<file path="config.mk">
export PLATFORM = sky130hd
export DESIGN_NAME = ctrl_fsm_hs_flat
export DESIGN_NICKNAME = d
export VERILOG_FILES = /design/src/rtl/ctrl_fsm_hs_if.sv /design/src/rtl/ctrl_fsm_hs.sv /design/src/flat_wrapper.sv
export SDC_FILE = /design/constraint.sdc
export NUM_CORES = 1
export LEC_CHECK = 0
export ABC_AREA = 1
export CORE_MARGIN = 4
export CORE_UTILIZATION = 34
export DETAILED_ROUTE_END_ITERATION = 12
export GPL_ROUTABILITY_DRIVEN = 0
export PLACE_DENSITY = 0.61
export SYNTH_ARGS = -nofsm -noshare
export SYNTH_HDL_FRONTEND = slang
export SYNTH_SLANG_ARGS = --single-unit
</file>
<file path="constraint.sdc">
create_clock -name clock -period 2.2 [get_ports clock]
set_input_delay 0.22 -clock clock [delete_from_list [all_inputs] [get_ports clock]]
set_output_delay 0.22 -clock clock [all_outputs]
set_load 0.01 [all_outputs]
</file>
<file path="src/rtl/ctrl_fsm_hs_if.sv">
// Program-memory and data-memory handshake bundle between ctrl_fsm_hs and its memories.
// Handshake: a request (pm_req / mem_req) stays high until a rising edge on which the matching
// ready is high; that edge completes the access. Ready outside a request is ignored.
interface ctrl_fsm_hs_if #(
  parameter int PC_WIDTH = 8
);
  logic                pm_req;
  logic [PC_WIDTH-1:0] pm_addr;
  logic                pm_ready;
  logic [15:0]         pm_data;
  logic                mem_req;
  logic                mem_write;
  logic                mem_ready;

  modport master (
    output pm_req, pm_addr, mem_req, mem_write,
    input  pm_ready, pm_data, mem_ready
  );

  modport slave (
    input  pm_req, pm_addr, mem_req, mem_write,
    output pm_ready, pm_data, mem_ready
  );
endinterface

</file>
<file path="src/rtl/ctrl_fsm_hs.sv">
// Multi-cycle control unit: fetches 16-bit instructions over a ready/valid program-memory port,
// decodes them and sequences register-file, ALU and data-memory controls, branches, jumps and halt.
module ctrl_fsm_hs #(
  parameter int PC_WIDTH   = 8,
  parameter int DATA_WIDTH = 16
) (
  input  logic                  clock,
  input  logic                  reset_n,
  ctrl_fsm_hs_if.master         bus,
  input  logic                  zero_flag,
  input  logic                  pos_flag,
  output logic                  rf_write,
  output logic [2:0]            rs_addr,
  output logic [2:0]            rt_addr,
  output logic [2:0]            rd_addr,
  output logic [DATA_WIDTH-1:0] imm_data,
  output logic [3:0]            alu_sel,
  output logic                  imm_sel,
  output logic                  mem_sel,
  output logic [PC_WIDTH-1:0]   PC,
  output logic                  halted,
  output logic [2:0]            dbg_state_o
);

  typedef enum logic [2:0] {
    S_FETCH     = 3'd0,
    S_DECODE    = 3'd1,
    S_EXECUTE   = 3'd2,
    S_MEMORY    = 3'd3,
    S_WRITEBACK = 3'd4,
    S_HALT      = 3'd5
  } state_t;

  localparam logic [3:0] OP_LAST_ALU = 4'd8;
  localparam logic [3:0] OP_LD       = 4'd9;
  localparam logic [3:0] OP_ST       = 4'd10;
  localparam logic [3:0] OP_MOV      = 4'd11;
  localparam logic [3:0] OP_BEQ      = 4'd13;
  localparam logic [3:0] OP_BLT_BGT  = 4'd14;
  localparam logic [3:0] OP_J_HALT   = 4'd15;

  state_t                state_q, state_d;
  logic [PC_WIDTH-1:0]   pc_q, pc_d;
  logic [15:0]           instr_q, instr_d;
  logic [2:0]            rs_q, rs_d;
  logic [2:0]            rt_q, rt_d;
  logic [2:0]            rd_q, rd_d;
  logic [DATA_WIDTH-1:0] imm_q, imm_d;
  logic [3:0]            alu_sel_q, alu_sel_d;
  logic                  imm_sel_q, imm_sel_d;
  logic                  mem_sel_q, mem_sel_d;

  logic [3:0]            op;
  logic                  r_bit;
  logic                  branch_taken;
  logic [15:0]           off_ext;
  logic [PC_WIDTH-1:0]   branch_target;

  assign op    = instr_q[15:12];
  assign r_bit = instr_q[11];

  // pc_q already points past the branch, so the target is simply pc_q + offset (mod 2^PC_WIDTH).
  assign off_ext       = {{5{instr_q[10]}}, instr_q[10:0]};
  assign branch_target = pc_q + off_ext[PC_WIDTH-1:0];

  always_comb begin
    branch_taken = 1'b0;
    case (op)
      OP_BEQ:     branch_taken = zero_flag;
      OP_BLT_BGT: branch_taken = r_bit ? (pos_flag & ~zero_flag) : (~pos_flag & ~zero_flag);
      default:    branch_taken = 1'b0;
    endcase
  end

  // ---------------- FSM: state register ----------------
  always_ff @(posedge clock or negedge reset_n) begin
    if (!reset_n) begin
      state_q <= S_FETCH;
    end else begin
      state_q <= state_d;
    end
  end

  // ---------------- FSM: next state ----------------
  always_comb begin
    state_d = state_q;
    case (state_q)
      S_FETCH: begin
        if (bus.pm_ready) state_d = S_DECODE;
      end
      S_DECODE: begin
        state_d = S_EXECUTE;
      end
      S_EXECUTE: begin
        if (op <= OP_LAST_ALU || op == OP_MOV) begin
          state_d = S_WRITEBACK;
        end else if (op == OP_LD || op == OP_ST) begin
          state_d = S_MEMORY;
        end else if (op == OP_J_HALT && r_bit) begin
          state_d = S_HALT;
        end else begin
          state_d = S_FETCH;
        end
      end
      S_MEMORY: begin
        if (bus.mem_ready) state_d = (op == OP_LD) ? S_WRITEBACK : S_FETCH;
      end
      S_WRITEBACK: begin
        state_d = S_FETCH;
      end
      S_HALT: begin
        state_d = S_HALT;
      end
      default: begin
        state_d = S_FETCH;
      end
    endcase
  end

  // ---------------- FSM: Moore outputs ----------------
  always_comb begin
    bus.pm_req    = 1'b0;
    bus.mem_req   = 1'b0;
    bus.mem_write = 1'b0;
    rf_write      = 1'b0;
    halted        = 1'b0;
    case (state_q)
      S_FETCH:     bus.pm_req = 1'b1;
      S_MEMORY: begin
        bus.mem_req   = 1'b1;
        bus.mem_write = (op == OP_ST);
      end
      S_WRITEBACK: rf_write = 1'b1;
      S_HALT:      halted = 1'b1;
      default:     ;
    endcase
  end

  // ---------------- Datapath next values ----------------
  always_comb begin
    pc_d      = pc_q;
    instr_d   = instr_q;
    rs_d      = rs_q;
    rt_d      = rt_q;
    rd_d      = rd_q;
    imm_d     = imm_q;
    alu_sel_d = alu_sel_q;
    imm_sel_d = imm_sel_q;
    mem_sel_d = mem_sel_q;
    case (state_q)
      S_FETCH: begin
        if (bus.pm_ready) begin
          instr_d = bus.pm_data;
          pc_d    = pc_q + PC_WIDTH'(1);
        end
      end
      S_DECODE: begin
        imm_sel_d = ~r_bit;
        mem_sel_d = 1'b0;
        rd_d      = instr_q[10:8];
        rt_d      = instr_q[2:0];
        imm_d     = '0;
        // ALU ops carry a separate rs and a 5-bit immediate; the rest reuse rd as rs.
        if (op <= OP_LAST_ALU) begin
          rs_d       = instr_q[7:5];
          imm_d[4:0] = instr_q[4:0];
        end else begin
          rs_d       = instr_q[10:8];
          imm_d[7:0] = instr_q[7:0];
        end
      end
      S_EXECUTE: begin
        alu_sel_d = op;
        if (op == OP_LD) mem_sel_d = 1'b1;
        if (branch_taken) pc_d = branch_target;
        if (op == OP_J_HALT && !r_bit) pc_d = instr_q[PC_WIDTH-1:0];
      end
      default: ;
    endcase
  end

  always_ff @(posedge clock or negedge reset_n) begin
    if (!reset_n) begin
      pc_q      <= '0;
      instr_q   <= '0;
      rs_q      <= '0;
      rt_q      <= '0;
      rd_q      <= '0;
      imm_q     <= '0;
      alu_sel_q <= 4'hF;
      imm_sel_q <= 1'b0;
      mem_sel_q <= 1'b0;
    end else begin
      pc_q      <= pc_d;
      instr_q   <= instr_d;
      rs_q      <= rs_d;
      rt_q      <= rt_d;
      rd_q      <= rd_d;
      imm_q     <= imm_d;
      alu_sel_q <= alu_sel_d;
      imm_sel_q <= imm_sel_d;
      mem_sel_q <= mem_sel_d;
    end
  end

  assign bus.pm_addr = pc_q;
  assign PC          = pc_q;
  assign rs_addr     = rs_q;
  assign rt_addr     = rt_q;
  assign rd_addr     = rd_q;
  assign imm_data    = imm_q;
  assign alu_sel     = alu_sel_q;
  assign imm_sel     = imm_sel_q;
  assign mem_sel     = mem_sel_q;
  assign dbg_state_o = state_q;

endmodule

</file>
<file path="src/flat_wrapper.sv">
// flat-port wrapper written by rule: the top's interface ports become plain ports
module ctrl_fsm_hs_flat 
#(
  parameter int PC_WIDTH   = 8,
  parameter int DATA_WIDTH = 16
)
  (clock, reset_n, zero_flag, pos_flag, rf_write, rs_addr, rt_addr, rd_addr, imm_data, alu_sel, imm_sel, mem_sel, PC, halted, dbg_state_o, bus_pm_req, bus_pm_addr, bus_mem_req, bus_mem_write, bus_pm_ready, bus_pm_data, bus_mem_ready);
  ctrl_fsm_hs_if #(.PC_WIDTH(PC_WIDTH)) bus_i ();
  input  logic clock;
  input  logic reset_n;
  input  logic zero_flag;
  input  logic pos_flag;
  output logic rf_write;
  output logic [2:0] rs_addr;
  output logic [2:0] rt_addr;
  output logic [2:0] rd_addr;
  output logic [DATA_WIDTH-1:0] imm_data;
  output logic [3:0] alu_sel;
  output logic imm_sel;
  output logic mem_sel;
  output logic [PC_WIDTH-1:0] PC;
  output logic halted;
  output logic [2:0] dbg_state_o;
  output wire logic [$bits(bus_i.pm_req)-1:0] bus_pm_req;
  output wire logic [$bits(bus_i.pm_addr)-1:0] bus_pm_addr;
  output wire logic [$bits(bus_i.mem_req)-1:0] bus_mem_req;
  output wire logic [$bits(bus_i.mem_write)-1:0] bus_mem_write;
  input wire logic [$bits(bus_i.pm_ready)-1:0] bus_pm_ready;
  input wire logic [$bits(bus_i.pm_data)-1:0] bus_pm_data;
  input wire logic [$bits(bus_i.mem_ready)-1:0] bus_mem_ready;
  assign bus_pm_req = bus_i.pm_req;
  assign bus_pm_addr = bus_i.pm_addr;
  assign bus_mem_req = bus_i.mem_req;
  assign bus_mem_write = bus_i.mem_write;
  assign bus_i.pm_ready = bus_pm_ready;
  assign bus_i.pm_data = bus_pm_data;
  assign bus_i.mem_ready = bus_mem_ready;
  ctrl_fsm_hs #(.PC_WIDTH(PC_WIDTH), .DATA_WIDTH(DATA_WIDTH)) u_core (.clock(clock), .reset_n(reset_n), .bus(bus_i), .zero_flag(zero_flag), .pos_flag(pos_flag), .rf_write(rf_write), .rs_addr(rs_addr), .rt_addr(rt_addr), .rd_addr(rd_addr), .imm_data(imm_data), .alu_sel(alu_sel), .imm_sel(imm_sel), .mem_sel(mem_sel), .PC(PC), .halted(halted), .dbg_state_o(dbg_state_o));
endmodule
</file>
Word-level counts from Yosys, hierarchy flattened:

Cells that the tools add are included.
W data, S select, Z words.

* register bits: 50
* bits of input ports: 22
* logic and storage cells: 67
* output and inout bits: 55

* reductions and logical operators: 12
* $add $sub $neg: 2
* mux-type cells: 22
* bitwise logic cells: 5
* equal/unequal tests: 15
* order comparisons: 1

Operators by type and width (count)
* $eq A4 B4 Y1 const B: 6
* $mux W3: 8
* $mux W8: 3
* $pmux W8 S2: 1
* $pmux W3 S5: 1
* $add A8 B1 Y8 const B: 1
* $add A8 B8 Y8: 1
* $mux W1: 7
* $eq A3 B2 Y1 const B: 2
* $eq A3 B3 Y1 const B: 2
* $reduce_and A2 Y1: 3
* $le A4 B4 Y1 const B: 1
* $ne A2 B2 Y1 const B: 2
* $pmux W1 S2: 2
* $reduce_bool A2 Y1: 2
* $eq A3 B1 Y1 const B: 1
* $logic_not A3 Y1: 1
* $ne A3 B1 Y1 const B: 1
* $not A1 Y1: 3
* $reduce_and A3 Y1: 1
* $and A1 B1 Y1: 2
* $logic_and A1 B1 Y1: 2
* $logic_or A1 B1 Y1: 2
* $ne A2 B1 Y1 const B: 1
* $logic_not A1 Y1: 1

Depth between registers and ports, before layout:

Gate-level depths: netlist of run 1.

* depth in word-level cells: 7
* gate-level depth with buffers: 12
* mapped depth without buffers: 12

Worst setup path after synthesis of run 1:

Ideal clock, no wire load.

* path type: reg2reg
* start point: register u_core.pc_q[0], in the netlist u_core.PC[0]
* end point: register u_core.pc_q[4], in the netlist u_core.PC[4]
* stages on the path, launching flop included: 10
* path buffers: 0
* setup slack: 0.529 ns
* arrival: 1.553 ns
* library setup time: 0.118 ns
* path through: dfrtp_1 ha_1 inv_1 fa_1 inv_1 nand2_1 nand3_1 nand3_1 a21oi_1 o21ai_2

* longest elaborated chain between the ends: 4
* elaborated cells on any way between the ends: 6

RTL lines
* from (decl): RTL line ctrl_fsm_hs.sv:43 `logic [PC_WIDTH-1:0] pc_q, pc_d;`
* from (signal assigned): RTL line ctrl_fsm_hs.sv:194 `pc_q <= pc_d;`
* $add A8 B8 Y8: RTL line ctrl_fsm_hs.sv:64 `assign branch_target = pc_q + off_ext[PC_WIDTH-1:0];`
* $mux W8: RTL line ctrl_fsm_hs.sv:175 `if (branch_taken) pc_d = branch_target;`
* $mux W8: RTL line ctrl_fsm_hs.sv:176 `if (op == OP_J_HALT && !r_bit) pc_d = instr_q[PC_WIDTH-1:0];`
* $pmux W8 S2 *: RTL line ctrl_fsm_hs.sv:150 `case (state_q)`

Mark *: on every way between the ends. The rest lies on a longest branch, timed or not. The select of a mux whose other input is x is not followed.
A chain may end at the register's enable or synchronous reset.

Worst setup path after layout of run 1:

* start point: register u_core.state_q[2], in the netlist u_core.dbg_state_o[2]
* end point: output port bus_mem_write

* longest elaborated chain between the ends: 2

RTL lines
* from (decl): RTL line ctrl_fsm_hs.sv:42 `state_t state_q, state_d;`
* from (signal assigned): RTL line ctrl_fsm_hs.sv:80 `state_q <= state_d;`
* $eq A3 B2 Y1: RTL line ctrl_fsm_hs.sv:127 `case (state_q)`
* $mux W1: RTL line ctrl_fsm_hs.sv:127
* to (decl): RTL line flat_wrapper.sv:27 `output wire logic [$bits(bus_i.mem_write)-1:0] bus_mem_write;`

Every way passes these cells.

==> results_dict.tcl, run 1 <==
set metrics [dict create \
    synth_largest_area_cell "dfrtp_1" \
    post_route_cells_drive_above_1_share_pct 8.94 \
    area_delta_synth_final_pct 26.4 \
    clk-insertion-delay-late_ns 0.30 \
    crit_type "reg -> out" \
    dominantRegCellSynth "dfrtp_1" \
    ys_seq_area_share_pct 41.8 \
    core_region_area_sq_um 7890 \
    avgRoutedWirePerCell_um 12.8 \
    vias 2524 \
    worst_pin_slew_ns 0.692 \
    dp_hpwl_um 5190 \
    drt-initial-drc-count 117 \
    routed_wl_um 6880 \
    fillers 837 \
    postRouteAntennaNets 0 \
    grt_pass1_wl_um 11500 \
    cts_tree "built" \
    netlist_area_sq_um 2830 \
    synth_edf_count 0 \
    clk_pin_slew_ns 0.09 \
    antennaDiodeCount 0 \
    cts_made_buffers 5 \
    timing.rr.start "u_core.PC[0]$_DFFE_PN0P_" \
    cp_max_fo 4 \
    reg2regPathDepth 11 \
    synthCells 374 \
    vdd_drop_max_uv 543 \
    cts_root_buffer "clkbuf_8" \
    critPathMaxStageDelay_ns 0.56 \
    period_share_pct 93.8 \
    cp-start-kind "flip-flop" \
    powerDensity_nw_per_um2 1420 \
    synth_top_area_share_pct 38.1 \
    p_comb_share_pct 56.6 \
    worstPathCellList "inv_2 -> nand2_2 -> nor2_2 -> inv_1 -> nor3_1 -> clkdlybuf4s50_1" \
    holdWs_ns 0.376 \
    cellLeakagePower_nw 1.76 \
    finalSetupTns_ns 0 \
    synth.most_common_cell "nand2_1" \
    clockPowerShare_pct 10.3 \
    r2r-end "u_core.PC[6]$_DFFE_PN0P_" \
    first_pass_iters 4 \
    cpMaxStageDelayCell "clkdlybuf4s50_1" \
    worstPathArrival_ns 1.84 \
    start_util_pct 35.8 \
    power_mw 5.06 \
    period_needed_ns 2.06 \
    ys_types 34 \
    synthArstFlopShare_pct 100 \
    relSlewSlack_pct 53.8 \
    rsz0062_at_grt "no" \
    clkSinkCount 47 \
    synth.top_cells.by_count "nand2_1 (131), dfrtp_1 (43), inv_1 (40)" \
    fmax_ghz 0.485 \
    setup_violations 0 \
    p_int_mw 2.81 \
    track_usage_pct 14.2 \
    die_w_um 99.2 \
    cap_violations 0 \
    endpoint_kind "output port" \
    sw_frac_of_total_pct 44.4 \
    yosys_register_bits 47 \
    drcViolationCount 0 \
    pwr-share-seq_pct 33.1 \
    power.switching_mw 2.25 \
    grt_max_degree 26 \
    overflow 0 \
    hold_viol_final 0 \
    syn-mean-instance-area_sq_um 7.56 \
    fin_util_pct 45.3 \
    ys_warn_count 0 \
    avgViaCountPerCell 4.69 \
    hold_path_class "in -> async" \
    die-area_sq_um 9840 \
    synthTopCellsByArea "dfrtp_1 (38%), nand2_1 (17%), buf_4 (5.3%), inv_1 (5.3%), o21ai_0 (4.4%)" \
    drv_slew 0 \
    antenna_found_initial 0 \
    cts_setup_buffers 0 \
    status "completed" \
    io_buffers 68 \
    clock_path_buffers 2 \
    io_pins 77 \
    fin_skew_ns 0.0115 \
    rows 32 \
    reg2reg_slack_ns 0.41 \
    worstPathRequired_ns 1.98 \
    grt_pass1_vias 2392 \
    htree_levels 2 \
    final_nets 466 \
    dieHeight_um 99.2 \
]
-- how the worst max path moves through the flow --
stage | slack (ns) | endpoint | from
2_1_floorplan | 0.53 | u_core.PC[4]$_DFFE_PN0P_ | u_core.PC[0]$_DFFE_PN0P_
3_5_place_dp | 0.42 | u_core.PC[6]$_DFFE_PN0P_ | u_core.PC[0]$_DFFE_PN0P_
6_report | 0.14 | bus_mem_write | u_core.dbg_state_o[2]$_DFFE_PN0P_
4_1_cts | 0.09 | bus_mem_write | u_core.dbg_state_o[2]$_DFFE_PN0P_
3_3_place_gp | 0.46 | u_core.PC[6]$_DFFE_PN0P_ | u_core.PC[0]$_DFFE_PN0P_
5_1_grt | 0.01 | bus_mem_write | u_core.dbg_state_o[2]$_DFFE_PN0P_
-- cell families after synthesis --
| family | count (synthesis) | synth area share [%] |
|---|---|---|
| AOI/OAI and AO/OA | 57 | 11.1 |
| adders and majority gates | 9 | 4.25 |
| buffers and inverters | 72 | 13.7 |
| DFF | 47 | 41.8 |
| xor gates and xnor gates | 3 | 0.930 |
| and+or+nand+nor | 185 | 28.1 |
| other | 1 | 0.133 |
-- stage by stage --
step,instance area (sq um),worst slack [ns],cells
final,3570,0.137,538
after global routing,3570,0.0124,538
after CTS,3570,0.0950,538
after detailed placement,3480,0.421,529
after global placement,3480,0.463,529
after floorplan,2850,0.529,381
-- sequential cells by signal, indices dropped and copies added (netlist names), 2 cells and up --
register	flops
u_core.PC	8
u_core.alu_sel	4
u_core.dbg_state_o	3
u_core.imm_data	6
u_core.instr_q	16
u_core.rd_addr	3
u_core.rs_addr	3
u_core.rt_addr	2
-- layout make-up --
type / count / area [sq um] / share of cell area (%)
clock inverter: 1 / 7.51 / 0.210
multi-input combinational: 262 / 1280 / 35.9
sequential: 47 / 1180 / 33.1
timing repair buffer: 74 / 723 / 20.2
inverter: 45 / 171 / 4.80
tap: 102 / 128 / 3.57
clock buffer: 7 / 76.3 / 2.14
-- worst max-delay path: cells and delay by family (launching register included) --
kind | cells | cell delay [ns]
buffers and inverters | 3 | 0.72
flip-flops | 1 | 0.46
AND/OR/NAND/NOR | 3 | 0.36
-- placed cells by master (no fill, tap or decap), types with 2 or more instances in the layout --
cell and count:
o21ai_1 11, clkbuf_8 5, o31ai_1 2, nand2_2 4, inv_2 4, buf_4 5
clkbuf_1 2, xor2_1 2, nand3_1 16, ha_1 8, inv_1 40, conb_1 8
nand2_4 2, nor3_1 5, o21ai_0 25, nand2_1 131, clkdlybuf4s50_1 67, dfstp_2 4
o21ai_2 4, nor2_2 3, nand4_1 2, dfrtp_1 42, nand3b_1 3, a21oi_1 12
nor2_1 15
-- power by group through the flow --
stage	logic [mW]	registers [mW]	clock network, mW
2_1_floorplan	1.83	1.71	0
4_1_cts	2.90	1.68	0.539
6_report	2.86	1.68	0.520
5_1_grt	3.24	1.75	0.562
3_5_place_dp	2.89	1.69	0
3_3_place_gp	2.85	1.68	0
-- per-layer routing --
layer / vias to the layer above / GRT usage, % / wire length, um
li1: 1269 / - / -
met1: 1182 / 18.7 / 3110
met2: 66 / 23.7 / 3300
met3: 7 / 2.81 / 388
met4: 0 / 3.78 / 85
met5: - / 0 / 0
-- timing repair --
item | in CTS | in global routing
hold buffers | 1 | 0
gates resized for setup | 0 | 1
endpoints found under the hold margin | 13 | 0
setup endpoints to repair | 0 | 1
Note: power is estimated with default switching activity, not from simulation.
==> run 2, diff against run 1 <==
- CTS_CLUSTER_SIZE: not set -> 24
- SLEW_MARGIN: not set -> 0
==> results of run 2 <==
No change in the layout: final DEF, timing and power equal those of run 1.
==> run 3, diff against run 2 <==
- CTS_BUF_LIST: not set -> sky130_fd_sc_hd__clkbuf_8
- TNS_END_PERCENT: not set -> 20
==> run 3 against run 2 <==
Utilization unchanged. Critical path depth unchanged. Final cell count is the same. Sequential power barely moved. Non-clock buffer count unchanged. Hold slack lost 0.0020 ns. Power fell by 0.20%. Critical endpoint unchanged.
==> results_dict.tcl, run 3 (same netlist as run 1, synthesis figures left out) <==
set metrics [dict create \
    drcViolationCount 0 \
    regArea_sq_um 1180 \
    place_ws_ns 0.421 \
    vdd_drop_max_uv 538 \
    cap_violations 0 \
    antenna_found_initial 0 \
    power_mw 5.05 \
    cts_root_buffer "clkbuf_8" \
    grt_max_degree 26 \
    rows 32 \
    grt_pass1_wl_um 11500 \
    reg2regPathDepth 11 \
    worstPathArrival_ns 1.84 \
    cts_setup_buffers 0 \
    area_delta_synth_final_pct 26.4 \
    cts_tree "built" \
    period_needed_ns 2.06 \
    setup_violations 0 \
    clk_pin_slew_ns 0.09 \
    cts_made_buffers 5 \
    relSlewSlack_pct 54.0 \
    hold_viol_final 0 \
    cp_max_fo 4 \
    holdWs_ns 0.374 \
    io_buffers 68 \
    multiInputGateArea_sq_um 1280 \
    finalSetupTns_ns 0 \
    fin_skew_ns 0.0120 \
    rsz0062_at_grt "no" \
    hold_path_class "in -> async" \
    final_nets 466 \
    status "completed" \
    cellLeakagePower_nw 1.77 \
    vias 2532 \
    critPathMaxStageDelay_ns 0.56 \
    first_pass_iters 4 \
    die_w_um 99.2 \
    core_region_area_sq_um 7890 \
    final_common_cell "nand2_1" \
    avgViaCountPerCell 4.71 \
    layout_common_cells "nand2_1 (131), clkdlybuf4s50_1 (67), inv_1 (42), dfrtp_1 (42), o21ai_0 (25)" \
    crit_type "reg -> out" \
    dp_hpwl_um 5190 \
    worstPathRequired_ns 1.98 \
    antennaDiodeCount 0 \
    die-area_sq_um 9840 \
    largest_reg_flops 16 \
    cp-start-kind "flip-flop" \
    setup_slack_ns 0.138 \
    worstPathCellList "inv_2 -> nand2_2 -> nor2_2 -> inv_1 -> nor3_1 -> clkdlybuf4s50_1" \
    fmax_ghz 0.485 \
    post_route_cells_drive_above_1_share_pct 8.94 \
    timing.rr.start "u_core.PC[0]$_DFFE_PN0P_" \
    clk-insertion-delay-late_ns 0.30 \
    io_pins 77 \
    endpoint_kind "output port" \
    reg2reg_slack_ns 0.41 \
    drv_slew 0 \
    largest_register "u_core.instr_q" \
    period_share_pct 93.7 \
    powerDensity_nw_per_um2 1410 \
    clock_path_buffers 2 \
    worst_pin_slew_ns 0.690 \
    htree_levels 2 \
    postRouteAntennaNets 0 \
    overflow 0 \
    routed_wl_um 6890 \
    drt-initial-drc-count 121 \
    start_util_pct 35.8 \
    grt_pass1_vias 2392 \
    cpMaxStageDelayCell "clkdlybuf4s50_1" \
    fillers 837 \
    avgRoutedWirePerCell_um 12.8 \
    clkSinkCount 47 \
    track_usage_pct 14.2 \
    dieHeight_um 99.2 \
    r2r-end "u_core.PC[6]$_DFFE_PN0P_" \
]
run 3: per-stage QoR:
| stage | instances | area [sq um] | util (%) |
|---|---|---|---|
| CTS | 538 | 3570 | 45.3 |
| global route | 538 | 3570 | 45.3 |
| finish | 538 | 3570 | 45.3 |
| global placement | 529 | 3480 | 44.1 |
| floorplan | 381 | 2850 | - |
| detailed placement | 529 | 3480 | 44.1 |
run 3: worst max-delay path: cells and delay by family (launching register included):
| family | cells | cell delay [ns] |
|---|---|---|
| buffers and inverters | 3 | 0.72 |
| flip-flops | 1 | 0.46 |
| AND/OR/NAND/NOR | 3 | 0.36 |
run 3: repair_timing:
action	CTS	global route
endpoints found under the setup margin	0	1
endpoints found under the hold margin	13	0
hold buffers	1	0
resized for setup	0	1
run 3: cell type report:
cell class	count	share of cell area [%]
Inverter	45	4.80
Multi-Input combinational cell	262	35.9
Timing Repair Buffer	74	20.2
Tap cell	102	3.57
Clock inverter	3	0.420
Clock buffer	5	1.93
Sequential cell	47	33.1
run 3: layer usage:
layer	part of all wire [%]	up-vias	GRT usage, %
met5	0	-	0
met4	1.1	0	3.78
met3	5.7	7	2.81
met2	48	65	23.7
met1	45	1190	18.7
li1	-	1270	-
run 3: worst max-delay path by stage:
stage                                            startpoint                        to  slack, ns
after detailed placement           u_core.PC[0]$_DFFE_PN0P_  u_core.PC[6]$_DFFE_PN0P_       0.42
after floorplan                    u_core.PC[0]$_DFFE_PN0P_  u_core.PC[4]$_DFFE_PN0P_       0.53
final                     u_core.dbg_state_o[2]$_DFFE_PN0P_             bus_mem_write       0.14
after CTS                 u_core.dbg_state_o[2]$_DFFE_PN0P_             bus_mem_write       0.09
after global placement             u_core.PC[0]$_DFFE_PN0P_  u_core.PC[6]$_DFFE_PN0P_       0.46
after global routing      u_core.dbg_state_o[2]$_DFFE_PN0P_             bus_mem_write       0.01
run 3: power breakdown:
| group | total [mW] | internal [mW] | switching [mW] |
|---|---|---|---|
| Combinational | 2.86 | 1.31 | 1.55 |
| Sequential | 1.68 | 1.27 | 0.403 |
| Clock | 0.511 | 0.216 | 0.294 |
